==> config.mk <==
export PLATFORM = sky130hd
export DESIGN_NAME = sample_deserializer
export DESIGN_NICKNAME = d
export VERILOG_FILES = /design/src/rtl/sample_deserializer.sv
export SDC_FILE = /design/constraint.sdc
export NUM_CORES = 1
export LEC_CHECK = 0
export CAP_MARGIN = 20
export CORE_MARGIN = 3
export CORE_UTILIZATION = 50
export CTS_CLUSTER_DIAMETER = 30
export DETAILED_ROUTE_END_ITERATION = 8
export PLACE_DENSITY_LB_ADDON = 0.12
export SKIP_CTS_REPAIR_TIMING = 1
export SYNTH_ARGS = -nofsm -noshare
export SYNTH_HDL_FRONTEND = slang
export SYNTH_SLANG_ARGS = --single-unit
==> constraint.sdc <==
create_clock -name clk -period 3.7 [get_ports clk]
set_clock_uncertainty 0.05 [all_clocks]
set_input_delay 0.37 -clock clk [delete_from_list [all_inputs] [get_ports clk]]
set_output_delay 0.37 -clock clk [all_outputs]
set_load 0.02 [all_outputs]
==> src/rtl/sample_deserializer.sv <==
// sample_deserializer: assembles 12-bit two's-complement samples from a framed serial stream.
// Ports: clk, rst_n (async, active low); sdata/sframe serial input and frame enable;
// d_out/d_valid/d_ready output handshake; overrun and frame_err one-cycle pulses; busy = not IDLE.
// Optional SAMPLE_SAT_EN: a completed 12'h800 is loaded as 12'h801.
module sample_deserializer #(
  parameter bit MSB_FIRST = 1'b1
) (
  input  logic        clk,
  input  logic        rst_n,
  input  logic        sdata,
  input  logic        sframe,
  output logic [11:0] d_out,
  output logic        d_valid,
  input  logic        d_ready,
  output logic        overrun,
  output logic        frame_err,
  output logic        busy
);
  typedef enum logic [1:0] {IDLE, SHIFT, WAIT_LOW} state_t;
  state_t      state_q, state_d;
  logic [3:0]  cnt_q, cnt_d;
  logic [11:0] sr_q, sr_d, base, word, dout_q, dout_d;
  logic        valid_q, valid_d, ovr_q, ovr_d, ferr_q, ferr_d;
  logic        cap, done, load;
  always_comb begin
    state_d = state_q;
    cnt_d   = cnt_q;
    ferr_d  = 1'b0;
    cap     = 1'b0;
    done    = 1'b0;
    case (state_q)
      IDLE: if (sframe) begin
        cap     = 1'b1;
        cnt_d   = 4'd1;
        state_d = SHIFT;
      end
      SHIFT: if (sframe) begin
        cap     = 1'b1;
        cnt_d   = cnt_q + 4'd1;
        done    = cnt_q == 4'd11;
        state_d = done ? WAIT_LOW : SHIFT;
      end else begin
        ferr_d  = 1'b1;
        cnt_d   = 4'd0;
        state_d = IDLE;
      end
      WAIT_LOW: if (!sframe) begin
        cnt_d   = 4'd0;
        state_d = IDLE;
      end
      default: state_d = IDLE;
    endcase
    // a new frame always starts from an empty register so stale bits never leak in
    base = state_q == IDLE ? 12'h000 : sr_q;
    sr_d = ferr_d ? 12'h000 : cap ? (MSB_FIRST ? {base[10:0], sdata} : {sdata, base[11:1]}) : sr_q;
  end
  always_comb begin
`ifdef SAMPLE_SAT_EN
    word = sr_d == 12'h800 ? 12'h801 : sr_d;
`else
    word = sr_d;
`endif
    // a finished word loads if the output slot is empty or being drained this cycle
    load    = done && (!valid_q || d_ready);
    dout_d  = load ? word : dout_q;
    valid_d = load | (valid_q & ~d_ready);
    ovr_d   = done & valid_q & ~d_ready;
  end
  always_ff @(posedge clk or negedge rst_n) begin
    if (!rst_n) begin
      state_q <= IDLE;
      cnt_q   <= 4'd0;
      sr_q    <= 12'h000;
      dout_q  <= 12'h000;
      valid_q <= 1'b0;
      ovr_q   <= 1'b0;
      ferr_q  <= 1'b0;
    end else begin
      state_q <= state_d;
      cnt_q   <= cnt_d;
      sr_q    <= sr_d;
      dout_q  <= dout_d;
      valid_q <= valid_d;
      ovr_q   <= ovr_d;
      ferr_q  <= ferr_d;
    end
  end
  assign d_out     = dout_q;
  assign d_valid   = valid_q;
  assign overrun   = ovr_q;
  assign frame_err = ferr_q;
  assign busy      = state_q != IDLE;
endmodule

; ---- Yosys cells after proc, flatten, opt, wreduce, memory -nomap -nowiden
; Cells that the tools add are included.
[classes]
n_addsub = 1
n_eq_ne = 5
mux = 18
bitwise = 5
reduce_logical = 9
[op_table]
columns = cell, count
row1 = $mux W12, 2
row2 = $mux W4, 3
row3 = $pmux W4 S3, 1
row4 = $mux W11, 1
row5 = $mux W2, 4
row6 = $mux W1, 6
row7 = $pmux W2 S3, 1
row8 = $add A4 B1 Y4 const B, 1
row9 = $eq A4 B4 Y1 const B, 1
row10 = $ne A2 B2 Y1 const B, 2
row11 = $and A1 B1 Y1, 3
row12 = $reduce_and A3 Y1, 1
row13 = $reduce_bool A3 Y1, 1
row14 = $eq A2 B1 Y1 const B, 1
row15 = $eq A2 B2 Y1 const B, 1
row16 = $logic_not A2 Y1, 1
row17 = $reduce_and A2 Y1, 1
row18 = $reduce_bool A2 Y1, 1
row19 = $reduce_or A2 Y1, 1
row20 = $logic_and A1 B1 Y1, 1
row21 = $logic_not A1 Y1, 1
row22 = $logic_or A1 B1 Y1, 1
row23 = $not A1 Y1, 1
row24 = $or A1 B1 Y1, 1
[totals]
ff_bits = 33
out_inout_bits = 16
word_cells = 45

; ---- Logic depth before layout (Yosys ltp)
; Gate-level depths: netlist (run 1).
[depth]
ltp_word = 5
depth_mapped = 7

; ---- Worst setup path before layout (run 1)
; OpenSTA, ideal clock, no wires.
[synth_timing]
path_kind = reg-to-reg
from = register state_q[1]
to = register dout_q[10], in the netlist d_out[10]
arrival_ns = 1.661
path_slack_ns = 1.864
stages_incl_launch_ff = 8
synth_period_minus_slack_ns = 1.836
cell_sequence = dfrtp_1 > inv_1 > ha_1 > nand2_2 > or2_4 > nor2b_4 > buf_12 > mux2_4
[synth_between]
elab_chain_cells = 5
[synth_rtl]
columns = element, line_no
row1 = "start, declared", 20  ; state_t state_q, state_d;
row2 = "start signal, assigned", 79  ; state_q <= state_d;
row3 = $eq A2 B1 Y1 or $logic_not A2 Y1 (tied branches), "31, 54"
row4 = $reduce_or A2 Y1 (no source line), n/a
row5 = $mux W1, n/a
row6 = $mux W12 (2 in series), 55  ; sr_d = ferr_d ? 12'h000 : cap ? (MSB_FIRST ? {base[10:0], sdata} : {sdata, base[11:1]}) : sr_q;
row7 = "end signal, assigned", 82  ; dout_q <= dout_d;
row8 = "end, declared", 22  ; logic [11:0] sr_q, sr_d, base, word, dout_q, dout_d;
; Parallel ways exist; a longest one is shown, timed or not.
; A chain may end at the register's enable or synchronous reset.

; ---- Final worst setup path (run 1)
[layout_timing]
from = register state_q[1]
to = register dout_q[0], in the netlist d_out[0]
[layout_between]
elab_chain_cells = 5
[layout_rtl]
columns = element, line_no
row1 = $eq A2 B1 Y1 or $logic_not A2 Y1 (tied branches), 31  ; case (state_q)
row2 = $reduce_or A2 Y1 (no source line), n/a
row3 = $mux W1, n/a
row4 = $mux W12 (2 in series), 55
; Parallel ways exist; a longest one is shown, timed or not.

==> impl_results.rst, run 1 <==
.. list-table::
   :header-rows: 1

   * - Metric
     - Value
   * - Result of the run
     - finished clean
   * - Total die area
     - 0.00357 mm²
   * - Clock Power Share
     - 0.309
   * - Maximum number of pins on one net before global-route repair
     - 34
   * - Stage delay of the slowest cell on the critical path
     - 0.42 ns
   * - Register area share after synthesis
     - 0.572
   * - Chip height
     - 59.7 µm
   * - Source-to-sink clock delay at the later pin of the worst-skew pair
     - 0.32 ns
   * - Pins over their slew limit
     - 0
   * - CTS clk-pin slew, worst paths
     - 0.10 ns
   * - Critical-path cell list
     - inv_1 > ha_1 > nand2_2 > or2_4 > nor2b_4 > mux2_2
   * - Critical path buffer and inverter count
     - 1
   * - DRC errors left
     - 0
   * - Maximum net fanout on the critical path
     - 12
   * - Setup slack on the worst flop-to-flop path
     - 1.47 ns
   * - Number of antenna repair diodes
     - 0
   * - Share of layout cells above drive strength 1
     - 0.182
   * - Count of endpoints failing setup in the final report
     - 0
   * - Number of global-route vias before repair
     - 971
   * - Number of warnings reported in the yosys synthesis log
     - 0
   * - Synthesized netlist cell count
     - roughly 110
   * - Type of element launching the critical path
     - flip-flop
   * - Number of cells traversed by the worst register-to-register path
     - 6
   * - Antenna violations before repair
     - 0
   * - GRT Overall Usage
     - 0.167
   * - Comb power frac
     - 0.232
   * - Cell area power density
     - 509 mW/mm²
   * - Pre-Repair DR Iteration Count
     - 4
   * - Int Pwr
     - ~0.62 mW
   * - First-pass GRT wire length
     - 4.39 mm
   * - Post-layout min period
     - 2.23 ns
   * - Final design instance area without fill
     - 0.00173 mm²
   * - Final total negative setup slack
     - 0 ns
   * - Cell total after placement
     - between 150 and 200
   * - Final worst-path cycle share
     - 0.602
   * - Net count after synthesis
     - 117
   * - Setup repair after global routing missed its margin
     - no
   * - Data arrival time of the critical path
     - between 2 and 2.5 ns
   * - Clock sink count
     - 33
   * - Reg-to-Reg Start
     - state_q[1]
   * - Post-route antenna net violation count
     - 0
   * - Clock tree from TritonCTS
     - yes
   * - Critical path data required time
     - a little under 4 ns
   * - 1st-iter DRT viols
     - 24
   * - Die width
     - 59.7 µm
   * - Flip-flop cell with the highest count after synthesis
     - sky130_fd_sc_hd__dfrtp_1
   * - Total number of placement rows
     - 18
   * - Final hold violations
     - 0
   * - Number of top-level pins
     - 21
   * - Cell with the most instances after synthesis
     - sky130_fd_sc_hd__dfrtp_1
   * - Area of the core
     - around 0.0026 mm²
   * - Switching power share of the total
     - 0.297
   * - CTS root buffer
     - sky130_fd_sc_hd__clkbuf_4
   * - Top post-synthesis cells by count
     - 33 x sky130_fd_sc_hd__dfrtp_1, 12 x sky130_fd_sc_hd__a22o_1, 10 x sky130_fd_sc_hd__mux2_4
   * - Synth top area share
     - 0.572
   * - Delay-heaviest family, CP
     - simple AND/OR/NAND/NOR gates
   * - Post-synth EDFFs
     - 0
   * - CTS buffer count
     - 5
   * - Total Nets Final
     - 140
   * - CTS Buffer Depth
     - 2
   * - Routed WL
     - 2.48 mm
   * - Mean Syn Cell Area
     - approximately 13 µm²
   * - Leakage
     - 0.830 nW
   * - Cell type of the slowest stage on the worst timing path
     - sky130_fd_sc_hd__nor2b_4
   * - Worst voltage drop across the vdd grid
     - around 0.00033 V
   * - Terminus of the critical flop-to-flop path
     - d_out[0]
   * - Critical path capture point type
     - flip-flop
   * - Synth unique cells
     - 28
   * - Layout filler cell count
     - between 200 and 250
   * - Power spent charging and discharging nets
     - approximately 0.26 mW
   * - Post-detail-place hpwl
     - about 1.7 mm
   * - Placed Instance Area
     - 0.00165 mm²
   * - Biggest area consumer among synthesized cells
     - sky130_fd_sc_hd__dfrtp_1
   * - Final cell utilization of the core
     - 0.663
   * - Finished Layout Cells
     - 162
   * - Final Total Pwr
     - 0.882 mW
   * - Headroom to the max-slew limit
     - 0.393
   * - Biggest area contributors in the synthesized netlist
     - sky130_fd_sc_hd__dfrtp_1 57%, sky130_fd_sc_hd__mux2_4 10%, sky130_fd_sc_hd__a22o_1 7.3%
   * - Actual transition at the worst max-transition pin
     - 0.910 ns
   * - Average wire per cell in the routed design
     - 15.3 µm
   * - Last weighted congestion value of the routability-driven placer
     - 0.814
   * - Effective utilization at floorplan
     - 0.552
   * - Maximum Capacitance Violations
     - 0
   * - Vias per std cell
     - 5.57
   * - Vias post-DR
     - 903
   * - Relative contribution of sequential cells to total power
     - 0.459
   * - Async set or reset register ratio after synthesis
     - 1.00
   * - Number of buffer cells added on primary ports
     - 20
   * - Synthesized cell area
     - 0.00144 mm²
   * - Area overhead of the layout relative to synthesis
     - 20.1%
   * - Hold Path Class
     - in -> async
   * - Max Freq
     - 0.449 GHz
   * - Residual overflow from global routing
     - 0
   * - Total of flip-flops plus latches after synthesis
     - 33
   * - Crit path kind
     - reg -> reg
   * - H-tree levels
     - 2
per-layer routing:
metal  vias to the layer above  global-route usage  part of all wire
met3                         2              0.0454             0.044
met5                         -                   0                 0
li1                        432                   -                 -
met1                       447               0.224              0.47
met4                         0              0.0665            0.0077
met2                        22               0.256              0.47
sequential cells by signal, summed over array words and instances (netlist names):
register / cells
d_out: 12
sr_q: 12
cnt_q: 4
state_q: 2
d_valid: 1
frame_err: 1
overrun: 1
cell usage in the layout, fill, tap and decap left out, drive strengths merged:
cell | netlist | routed
a211oi | 2 | 2
a21o | 1 | 1
a21oi | 4 | 4
a22o | 12 | 12
and3 | 2 | 2
buf | 5 | 1
bufinv | 0 | 1
clkbuf | 0 | 7
clkdlybuf4s50 | 0 | 20
dfrtp | 33 | 33
ha | 4 | 4
inv | 5 | 5
mux2 | 12 | 12
mux2i | 1 | 1
nand2 | 4 | 4
nand2b | 2 | 2
nand3 | 2 | 2
nand3b | 1 | 1
nor2 | 5 | 5
nor2b | 2 | 2
nor3 | 1 | 1
nor3b | 1 | 1
nor4b | 1 | 1
o21ai | 5 | 5
o31ai | 1 | 1
o32ai | 1 | 1
or2 | 1 | 1
power by group through the flow:
stage	Combinational, mW	Sequential, mW	Clock [mW]
after global placement	0.200	0.410	0
after CTS	0.206	0.404	0.282
after global routing	0.228	0.408	0.298
final	0.205	0.405	0.273
after floorplan	0.146	0.411	0
after detailed placement	0.205	0.410	0
stage by stage:
step	setup WS [ns]	hold WS [ns]
CTS	1.48	0.393
detailed placement	1.19	0.445
global route	1.37	0.408
floorplan	1.86	0.0244
global placement	1.26	0.434
finish	1.47	0.383
cell families (layout without fill, tap and decap cells):
group,count (synthesis),in the layout,synth area share
AND/OR/NAND/NOR,22,22,0.0893
buffers and inverters,10,34,0.0408
multiplexers,13,13,0.127
flip-flops,33,33,0.572
adder cells (fa/ha/maj),4,4,0.0347
AO/OA/AOI/OAI,26,26,0.136
cell type report:
class	count	area (µm²)	share of cell area
flip-flops and latches	33	826	0.477
well taps	30	37.5	0.0217
clock buffers	7	55.1	0.0318
repair buffers	21	208	0.120
multi-input cells	65	558	0.322
clock inverters	1	30.0	0.0173
inverters	5	18.8	0.0108
how the worst max path moves through the flow:
stage / slack, ns / from / cells after the start / to
after floorplan: 1.86 / state_q[1] / 7 / d_out[10]
after global placement: 1.26 / sframe / 5 / d_out[0]
after detailed placement: 1.19 / sframe / 5 / d_out[1]
after CTS: 1.48 / state_q[0] / 4 / busy
after global routing: 1.37 / state_q[1] / 6 / d_out[0]
final: 1.47 / state_q[1] / 6 / d_out[0]
No activity file was read; power rests on OpenSTA's default activity.
==> inputs of run 2 (changes only) <==
==> constraint.sdc (replaced) <==
create_clock -name clk -period 2.3 [get_ports clk]
set_clock_uncertainty 0.05 [all_clocks]
set_input_delay 0.23 -clock clk [delete_from_list [all_inputs] [get_ports clk]]
set_output_delay 0.23 -clock clk [all_outputs]
set_load 0.02 [all_outputs]
==> impl_results.rst, run 2 (same netlist as run 1, synthesis figures left out) <==
.. list-table::
   :header-rows: 1

   * - Metric
     - Value
   * - Antenna violations before repair
     - 0 (unchanged)
   * - Int Pwr
     - 0.856 mW (+38%)
   * - GRT Overall Usage
     - 0.181 (+0.0144)
   * - Setup repair after global routing missed its margin
     - no
   * - CTS clk-pin slew, worst paths
     - 0.10 ns (about the same)
   * - Delay-heaviest family, CP
     - simple AND/OR/NAND/NOR gates
   * - Clock Power Share
     - 0.238 (-0.071)
   * - Critical path capture point type
     - flip-flop
   * - Die width
     - 59.7 µm (unchanged)
   * - Relative contribution of sequential cells to total power
     - 0.505 (+0.046)
   * - Stage delay of the slowest cell on the critical path
     - 0.40 ns (-0.02 ns)
   * - CTS buffer count
     - 5 (unchanged)
   * - Headroom to the max-slew limit
     - 0.427 (+0.0340)
   * - First-pass GRT wire length
     - 4.57 mm (+4.2%)
   * - Routed WL
     - 2.60 mm (+4.9%)
   * - Last weighted congestion value of the routability-driven placer
     - 0.766 (-5.9%)
   * - Post-layout min period
     - 2.15 ns (-0.0743 ns)
   * - Total Nets Final
     - 142 (+1.4%)
   * - Average wire per cell in the routed design
     - 15.9 µm (+3.6%)
   * - Post-Place Worst Slack
     - 0.187 ns (-1.00 ns)
   * - Type of element launching the critical path
     - flip-flop
   * - Pins over their slew limit
     - 0 (unchanged)
   * - Hold Path Class
     - in -> async
   * - Actual transition at the worst max-transition pin
     - 0.859 ns (-0.0510 ns)
   * - Leakage
     - 0.830 nW (about the same)
   * - Chip height
     - 59.7 µm (unchanged)
   * - Power spent charging and discharging nets
     - 0.432 mW (+65%)
   * - Area of the core
     - 0.00261 mm² (unchanged)
   * - Post-detail-place hpwl
     - 1.81 mm (+7.0%)
   * - Critical path buffer and inverter count
     - 2 (+1)
   * - Vias post-DR
     - 914 (+1.2%)
   * - Effective utilization at floorplan
     - 0.552 (unchanged)
   * - Result of the run
     - finished clean
   * - Reg-to-Reg Start
     - state_q[1]
   * - Clock sink count
     - 33 (unchanged)
   * - Area of combinational cells with multiple inputs
     - 558 µm² (unchanged)
   * - CTS Buffer Depth
     - 2 (unchanged)
   * - Most used cells in the layout excluding fill and tap cells
     - 33 x sky130_fd_sc_hd__dfrtp_1, 20 x sky130_fd_sc_hd__clkdlybuf4s50_1, 12 x sky130_fd_sc_hd__a22o_1
   * - Leading cell type in the layout, fill and taps excluded
     - sky130_fd_sc_hd__dfrtp_1
   * - Maximum net fanout on the critical path
     - 8 (-4)
   * - Max Freq
     - 0.465 GHz (+3.5%)
   * - Number of antenna repair diodes
     - 0 (unchanged)
   * - Number of buffer cells added on primary ports
     - 20 (unchanged)
   * - Critical path data required time
     - 2.47 ns (-1.38 ns)
   * - Count of endpoints failing setup in the final report
     - 0 (unchanged)
   * - Area overhead of the layout relative to synthesis
     - 19.7%
   * - Number of top-level pins
     - 21 (unchanged)
   * - Cell area power density
     - 746 mW/mm² (+47%)
   * - CP startpoint
     - state_q[1]
   * - DRC errors left
     - 0 (unchanged)
   * - Residual overflow from global routing
     - 0 (unchanged)
   * - Source-to-sink clock delay at the later pin of the worst-skew pair
     - 0.32 ns (about the same)
   * - Number of global-route vias before repair
     - 951 (-2.1%)
   * - CTS root buffer
     - sky130_fd_sc_hd__clkbuf_4
   * - Pre-Repair DR Iteration Count
     - 5 (+1)
   * - Clock tree from TritonCTS
     - yes
   * - Comb power frac
     - 0.258 (+0.026)
   * - Post-route antenna net violation count
     - 0 (unchanged)
   * - Maximum number of pins on one net before global-route repair
     - 34 (unchanged)
   * - Final hold violations
     - 0 (unchanged)
   * - Final worst-path cycle share
     - 0.935 (+0.334)
   * - 1st-iter DRT viols
     - 29 (+21%)
   * - Crit path kind
     - reg -> reg
   * - Data arrival time of the critical path
     - 2.32 ns (-0.06 ns)
   * - Layout filler cell count
     - 206 (-4.6%)
   * - Share of layout cells above drive strength 1
     - 0.194 (+0.0122)
   * - H-tree levels
     - 2 (unchanged)
   * - Total number of placement rows
     - 18 (unchanged)
   * - Maximum Capacitance Violations
     - 0 (unchanged)
   * - Worst Slack Setup Final
     - 0.149 ns (-1.33 ns)
   * - Cell type of the slowest stage on the worst timing path
     - sky130_fd_sc_hd__dfrtp_1
   * - Vias per std cell
     - 5.57 (about the same)
   * - Final total negative setup slack
     - 0 ns (unchanged)
   * - Worst voltage drop across the vdd grid
     - 0.000635 V (+91%)
   * - Critical-path cell list
     - inv_1 > ha_1 > nand2_2 > or2_4 > nor2b_4 > buf_12 > mux2_4
   * - Total die area
     - 0.00357 mm² (unchanged)
   * - Switching power share of the total
     - 0.336 (+0.0384)
   * - Total area of sequential cells
     - 826 µm² (unchanged)
==> run 2: cell types whose count changed in the layout (fill, tap and decap cells not counted) <==
| cell | change |
|---|---|
| sky130_fd_sc_hd__clkbuf_8 | -1 |
| sky130_fd_sc_hd__bufinv_16 | -1 |
| sky130_fd_sc_hd__clkinv_2 | +2 |
| sky130_fd_sc_hd__buf_12 | +1 |
| sky130_fd_sc_hd__buf_4 | +1 |
==> run 2: stage by stage <==
stage	instances	cell area, µm²	hold slack [ns]	power, mW	util
after global routing	164	1730	0.261	1.38	0.661
final	164	1730	0.246	1.29	0.661
after floorplan	108	1440	-0.116	0.895	-
after CTS	164	1730	0.257	1.30	0.661
after global placement	156	1680	0.442	0.977	0.641
after detailed placement	156	1680	0.443	0.993	0.641
==> run 2: layer usage <==
metal	wire length, µm	up-vias	GRT usage
met4	15	0	0.0601
li1	-	438	-
met1	1260	450	0.257
met3	134	2	0.0734
met2	1190	24	0.252
met5	0	-	0
==> run 2: path summary, 6_finish.rpt <==
kind                       endpoint  slack, ns  cells past startpoint
min reg2reg                sr_q[11]       0.47                      1
max                        d_out[9]       0.15                      7
min in group clk           sr_q[11]       0.47                      1
max in group asynchronous  cnt_q[3]       1.67                      2
min                         sr_q[2]       0.25                      2
max reg2reg                d_out[9]       0.15                      7
==> run 2: power groups by stage <==
stage	Sequential, mW	Clock [mW]	Combinational, mW
finish	0.650	0.306	0.332
global route	0.657	0.344	0.377
CTS	0.650	0.313	0.335
detailed placement	0.661	0	0.331
global placement	0.658	0	0.320
floorplan	0.660	0	0.234
==> run 2: worst reg2reg max path: stages (launching register included) <==
cell                      delay (ns)
sky130_fd_sc_hd__dfrtp_1        0.40
sky130_fd_sc_hd__inv_1          0.11
sky130_fd_sc_hd__ha_1           0.33
sky130_fd_sc_hd__nand2_2        0.15
sky130_fd_sc_hd__or2_4          0.30
sky130_fd_sc_hd__nor2b_4        0.24
sky130_fd_sc_hd__buf_12         0.18
sky130_fd_sc_hd__mux2_4         0.30
==> run 2: layout make-up <==
type / count / area share
sequential: 33 / 0.478
clock inverter: 2 / 0.00580
clock buffer: 6 / 0.0239
inverter: 5 / 0.0109
multi-input combinational: 65 / 0.323
timing repair buffer: 23 / 0.136
tap: 30 / 0.0217
